===== src/rtl/wakeup_scoreboard.sv =====
// Register wakeup scoreboard: tracks pending writers per architectural register
// and reports whether source operands can be read from the register file or bypass.
module wakeup_scoreboard #(
    parameter int REG_NUM = 32,
    parameter int AW      = 5,
    parameter int SRC_NUM = 2,
    parameter int BC_NUM  = 2,
    parameter int CNT_W   = 2,
    parameter int TAG_W   = 4
) (
    input  logic                    clk,
    input  logic                    resetn,
    input  logic                    flush,
    input  logic                    issue_valid,
    input  logic                    issue_we,
    input  logic [AW-1:0]           issue_waddr,
    output logic [TAG_W-1:0]        issue_tag,
    output logic                    issue_stall,
    input  logic [BC_NUM-1:0]       bc_valid,
    input  logic [BC_NUM*TAG_W-1:0] bc_tag,
    input  logic [BC_NUM*AW-1:0]    bc_waddr,
    input  logic                    wb_valid,
    input  logic [AW-1:0]           wb_waddr,
    input  logic [SRC_NUM-1:0]      src_en,
    input  logic [SRC_NUM*AW-1:0]   src_addr,
    output logic [SRC_NUM-1:0]      src_ready,
    output logic                    all_ready
);

    localparam logic [CNT_W-1:0] CNT_MAX = {CNT_W{1'b1}};

    logic [CNT_W-1:0] pend_cnt_q [REG_NUM];
    logic [CNT_W-1:0] pend_cnt_d [REG_NUM];
    logic [TAG_W-1:0] last_tag_q [REG_NUM];
    logic [TAG_W-1:0] last_tag_d [REG_NUM];
    logic             last_rdy_q [REG_NUM];
    logic             last_rdy_d [REG_NUM];
    logic [TAG_W-1:0] next_tag_q;
    logic [TAG_W-1:0] next_tag_d;

    logic issue_hit;
    logic wb_hit;

    // A retiring write to the same register frees a slot in the same cycle.
    assign issue_stall = issue_valid && issue_we && (issue_waddr != '0) &&
                         (pend_cnt_q[issue_waddr] == CNT_MAX) &&
                         !(wb_valid && (wb_waddr == issue_waddr));
    assign issue_tag   = next_tag_q;
    assign issue_hit   = issue_valid && issue_we && (issue_waddr != '0) && !issue_stall;
    assign wb_hit      = wb_valid && (wb_waddr != '0);
    assign next_tag_d  = (issue_valid && !issue_stall) ? next_tag_q + TAG_W'(1) : next_tag_q;

    always_comb begin
        logic iss_r;
        logic wb_r;
        pend_cnt_d = pend_cnt_q;
        last_tag_d = last_tag_q;
        last_rdy_d = last_rdy_q;
        iss_r      = 1'b0;
        wb_r       = 1'b0;
        // Register 0 is skipped so it can never become pending.
        for (int r = 1; r < REG_NUM; r++) begin
            iss_r = issue_hit && (issue_waddr == AW'(r));
            wb_r  = wb_hit && (wb_waddr == AW'(r));
            if (flush) begin
                pend_cnt_d[r] = '0;
                last_rdy_d[r] = 1'b1;
            end else begin
                for (int i = 0; i < BC_NUM; i++) begin
                    if (bc_valid[i] && (bc_waddr[i*AW +: AW] == AW'(r)) &&
                        (bc_tag[i*TAG_W +: TAG_W] == last_tag_q[r]) && !iss_r)
                        last_rdy_d[r] = 1'b1;
                end
                if (iss_r && !wb_r) begin
                    pend_cnt_d[r] = pend_cnt_q[r] + CNT_W'(1);
                end else if (wb_r && !iss_r && (pend_cnt_q[r] != '0)) begin
                    pend_cnt_d[r] = pend_cnt_q[r] - CNT_W'(1);
                    if (pend_cnt_q[r] == CNT_W'(1))
                        last_rdy_d[r] = 1'b1;
                end
                if (iss_r) begin
                    last_tag_d[r] = issue_tag;
                    last_rdy_d[r] = 1'b0;
                end
            end
        end
    end

    always_comb begin
        logic [AW-1:0] sa;
        sa        = '0;
        src_ready = '0;
        for (int j = 0; j < SRC_NUM; j++) begin
            sa = src_addr[j*AW +: AW];
            src_ready[j] = !src_en[j] || (sa == '0) || (pend_cnt_q[sa] == '0) || last_rdy_q[sa];
            for (int i = 0; i < BC_NUM; i++) begin
                if (bc_valid[i] && (bc_waddr[i*AW +: AW] == sa) &&
                    (bc_tag[i*TAG_W +: TAG_W] == last_tag_q[sa]))
                    src_ready[j] = 1'b1;
            end
        end
    end

    assign all_ready = &src_ready;

    always_ff @(posedge clk or negedge resetn) begin
        if (!resetn) begin
            for (int r = 0; r < REG_NUM; r++) begin
                pend_cnt_q[r] <= '0;
                last_tag_q[r] <= '0;
                last_rdy_q[r] <= 1'b1;
            end
            next_tag_q <= '0;
        end else begin
            pend_cnt_q <= pend_cnt_d;
            last_tag_q <= last_tag_d;
            last_rdy_q <= last_rdy_d;
            next_tag_q <= next_tag_d;
        end
    end

endmodule

===== config.mk =====
export PLATFORM = sky130hd
export DESIGN_NAME = wakeup_scoreboard
export DESIGN_NICKNAME = d
export VERILOG_FILES = /design/src/rtl/wakeup_scoreboard.sv
export SDC_FILE = /design/constraint.sdc
export NUM_CORES = 1
export LEC_CHECK = 0
export ABC_AREA = 1
export ABC_CLOCK_PERIOD_IN_PS = 5300
export BUFFER_PORTS_ARGS = -buffer_cell sky130_fd_sc_hd__buf_2
export CORE_ASPECT_RATIO = 1.4
export CORE_MARGIN = 2
export CORE_UTILIZATION = 32
export CTS_CLUSTER_DIAMETER = 200
export CTS_CLUSTER_SIZE = 30
export DETAILED_ROUTE_END_ITERATION = 7
export PLACE_DENSITY = 0.57
export SYNTH_ARGS = -nofsm -noshare
export SYNTH_HDL_FRONTEND = slang
export SYNTH_SLANG_ARGS = --single-unit

===== constraint.sdc =====
create_clock -name clk -period 5.3 [get_ports clk]
set_input_delay 0.265 -clock clk [delete_from_list [all_inputs] [get_ports clk]]
set_output_delay 0.265 -clock clk [all_outputs]
set_load 0.02 [all_outputs]

==> Implementation_results.wiki <==
{| class="wikitable"
! Metric !! Value
|-
| Wirelength, routed || 92700 um
|-
| Number of endpoints failing setup at the final stage || 0
|-
| Remaining routing DRC violations || 0
|-
| Worst-margin pin slew || 1.15 ns
|-
| Register bit count reported by yosys || 221
|-
| Worst path arrival time || 3.58 ns
|-
| Setup repair after global routing missed its margin || false
|-
| Buffer count from post-CTS setup fixing || 0
|-
| Unique cell type count in the Yosys netlist || 51
|-
| Average via count per standard cell || 6.04
|-
| Primary flip-flop cell chosen by synthesis mapping || sky130_fd_sc_hd__dfrtp_1
|-
| Number of vias in the routed layout || 22400
|-
| Crit-path max FO || 43
|-
| Startpoint class of the critical path || input port
|-
| Number of clock sinks seen by CTS || 221
|-
| Setup clock skew after layout || 0.0444 ns
|-
| Final HPWL DP || 65300 um
|-
| CTS tree || yes
|-
| Initial DRC Count || 2664
|-
| Worst min path class || input port to register
|-
| Total leakage power || 8.81 nW
|-
| Final Critical Period || 3.84 ns
|-
| Async S/R FF share, synth || 1.00
|-
| Vias in the first global route || 20700
|-
| Worst-case vdd ir drop || 0.213 mV
|-
| Initial cell density of the core || 0.323
|-
| Die height || 295 um
|-
| Clock insertion delay at the later pin of the skew report || 0.52 ns
|-
| # Max-Cap Violations || 0
|-
| Nets || 3005
|-
| Worst slew slack as a fraction of its limit || 0.231
|-
| Mapped Cells || 2954
|-
| Wire length of the first global-routing pass || 137000 um
|-
| Number of antenna violations at the first check in global routing || 3
|-
| Global routing usage on met2 || 0.467
|-
| Floorplan core area || 59800 um2
|-
| Final antenna-violating net count || 0
|-
| Synthesized net count || 3065
|-
| Total gr overflow || 0
|-
| CTS-repair resized insts || 0
|-
| Site Rows || 106
|-
| Proportion of power drawn by combinational gates || 0.361
|-
| Cell area after synthesis || 19300 um2
|-
| Buffers on Ports || 55
|-
| Area growth, synth to finish || 6.41%
|-
| Endpoint required time on the critical path || 5.04 ns
|-
| Number of warnings printed during yosys synthesis || 0
|-
| Cell Pwr Density || 245 nW/um2
|-
| Total routing usage reported by global routing || 0.293
|-
| Number of placed I/O pins || 56
|-
| Number of enable flip-flop cells after synthesis || 0
|-
| RD Place Congestion || 1.01
|-
| Part of the power in registers || 0.429
|-
| Critical path endpoint category || primary output
|-
| Max-slew violation total from the final report || 0
|-
| Die Outline Area || 62500 um2
|-
| Diode insertion count for antenna repair || 0
|-
| Clk slew on worst S/H paths || 0.12 ns
|-
| Cell internal pwr || 0.00277 W
|-
| Type of the setup path with the least slack || input port to primary output
|-
| Most heavily used metal layer in global routing || met2
|-
| Hold violation total from the final report || 0
|-
| Pin count of the biggest net entering global routing || 130
|-
| Portion of the post-synthesis area used by sequential elements || 0.288
|-
| Syn Area/Cell || 6.55 um2
|-
| Root buffer selected by CTS || sky130_fd_sc_hd__clkbuf_16
|-
| CTS Hold Bufs || 1
|-
| Detailed Routing Iterations Pass 1 || 8
|-
| Clk buf depth || 3
|-
| Fmax || 0.260 GHz
|-
| Run status || finished, final reports clean
|-
| Setup tns final || 0 ns
|-
| Avg WL per Cell || 25.0 um
|-
| Global-route met1 utilization || 0.364
|-
| Fraction of final layout cells sized beyond drive strength 1 || 0.0680
|-
| Power after layout || 0.00505 W
|-
| TritonCTS Buffers || 11
|-
| Count of H-tree levels built during CTS || 1
|-
| Share of power burned in the clock network || 0.210
|-
| Die Wd || 212 um
|-
| Switching share of power || 0.452
|-
| Tcrit/Tclk final || 0.725
|-
| Fraction of met3 tracks used by global routing || 0.0467
|-
| Final hold slack || 0.132 ns
|-
| Net switching power || 0.00228 W
|}
-- critical path: stages --
cell                      delay (ns)
sky130_fd_sc_hd__buf_2          0.65
sky130_fd_sc_hd__inv_1          0.55
sky130_fd_sc_hd__nor2_2         0.18
sky130_fd_sc_hd__buf_4          0.37
sky130_fd_sc_hd__nand2_1        0.09
sky130_fd_sc_hd__nand3_1        0.09
sky130_fd_sc_hd__nand3_1        0.30
sky130_fd_sc_hd__nand3_1        0.28
sky130_fd_sc_hd__nand2_1        0.08
sky130_fd_sc_hd__nand2_1        0.06
sky130_fd_sc_hd__nand2_1        0.05
sky130_fd_sc_hd__nor2_1         0.09
sky130_fd_sc_hd__nand3_1        0.08
sky130_fd_sc_hd__nand3_1        0.15
sky130_fd_sc_hd__nand2_1        0.07
sky130_fd_sc_hd__inv_1          0.05
sky130_fd_sc_hd__buf_2          0.15
-- stage by stage --
step | utilization | area [um2] | instances | setup WS, ns
after floorplan | - | 19300 | 2954 | 3.02
after global placement | 0.339 | 20300 | 3690 | 1.66
after detailed placement | 0.339 | 20300 | 3690 | 1.58
after CTS | 0.344 | 20600 | 3708 | 1.76
after global routing | 0.344 | 20600 | 3708 | 1.26
final | 0.344 | 20600 | 3708 | 1.46
-- routing by layer --
metal	wire length, um	up-vias
met3	9100	436
met5	30	-
met1	34400	10400
li1	-	10100
met2	41500	1438
met4	7730	6
-- power by group through the flow --
stage,logic (W),clock network [W],registers [W]
5_1_grt,0.00196,0.00113,0.00219
3_5_place_dp,0.00175,0,0.00219
3_3_place_gp,0.00175,0,0.00219
4_1_cts,0.00176,0.00108,0.00215
6_report,0.00182,0.00106,0.00217
2_1_floorplan,0.00110,0,0.00210
-- layout make-up --
class | instances | area (um2)
well taps | 810 | 1010
flip-flops and latches | 221 | 5570
inverters | 316 | 1190
multi-input cells | 2245 | 11800
repair buffers | 99 | 656
fillers | 6582 | 39200
clock inverters | 1 | 20.0
clock buffers | 16 | 294
-- Yosys cell counts, drive strengths merged, types with 4 or more instances --
cell / number / area share
a2111oi: 7 / 0.0032
a211oi: 16 / 0.0062
a21boi: 6 / 0.0023
a21oi: 177 / 0.046
a221oi: 30 / 0.014
a311oi: 7 / 0.0032
a31oi: 9 / 0.0029
a41oi: 4 / 0.0018
buf: 62 / 0.018
clkbuf: 110 / 0.021
clkinv: 9 / 0.0017
dfrtp: 190 / 0.25
dfstp: 31 / 0.042
ha: 63 / 0.041
inv: 307 / 0.060
nand2: 687 / 0.13
nand3: 388 / 0.11
nand4: 113 / 0.037
nor2: 228 / 0.050
nor3: 34 / 0.0088
nor4: 19 / 0.0061
o2111ai: 16 / 0.0072
o211ai: 61 / 0.024
o21a: 6 / 0.0023
o21ai: 220 / 0.057
o221ai: 11 / 0.0050
o22ai: 81 / 0.026
or2: 4 / 0.0013
xnor2: 19 / 0.0086
xor2: 28 / 0.013
-- state kept, by name, indices dropped and copies added (netlist names) --
| name | count |
|---|---|
| last_tag_q | 124 |
| pend_cnt_q | 62 |
| last_rdy_q | 31 |
| issue_tag | 4 |
-- final timing paths --
kind,from,to,cells past startpoint,slack [ns]
min reg2reg,pend_cnt_q[47],pend_cnt_q[47],2,0.53
max in group asynchronous,resetn,issue_tag[2],3,3.88
max reg2reg,pend_cnt_q[25],last_tag_q[61],15,2.25
max,src_addr[0],all_ready,17,1.46
min in group asynchronous,resetn,last_tag_q[74],2,0.21
min,issue_valid,issue_tag[2],3,0.13
-- cells in the final DEF (no fill, tap or decap), drive strengths merged, types with 19 or more instances in the layout --
cell	synthesis	routed
xor2	28	28
dfstp	31	31
dfrtp	190	190
nand4	113	113
inv	307	308
nor2	228	228
xnor2	19	19
o22ai	81	81
nor4	19	19
a21oi	177	177
nand3	388	388
buf	62	98
nor3	34	34
ha	63	63
o21ai	220	220
nand2	687	687
a221oi	30	30
o211ai	61	61
-- logic make-up after synthesis --
kind of cell | count (synthesis) | share of synthesized area
adder cells (fa/ha/maj) | 63 | 0.0408
XOR/XNOR | 47 | 0.0213
flip-flops | 221 | 0.288
buffers and inverters | 488 | 0.100
AND/OR/NAND/NOR | 1476 | 0.345
AO/OA/AOI/OAI | 659 | 0.205
No activity file was read; power rests on OpenSTA's default activity.
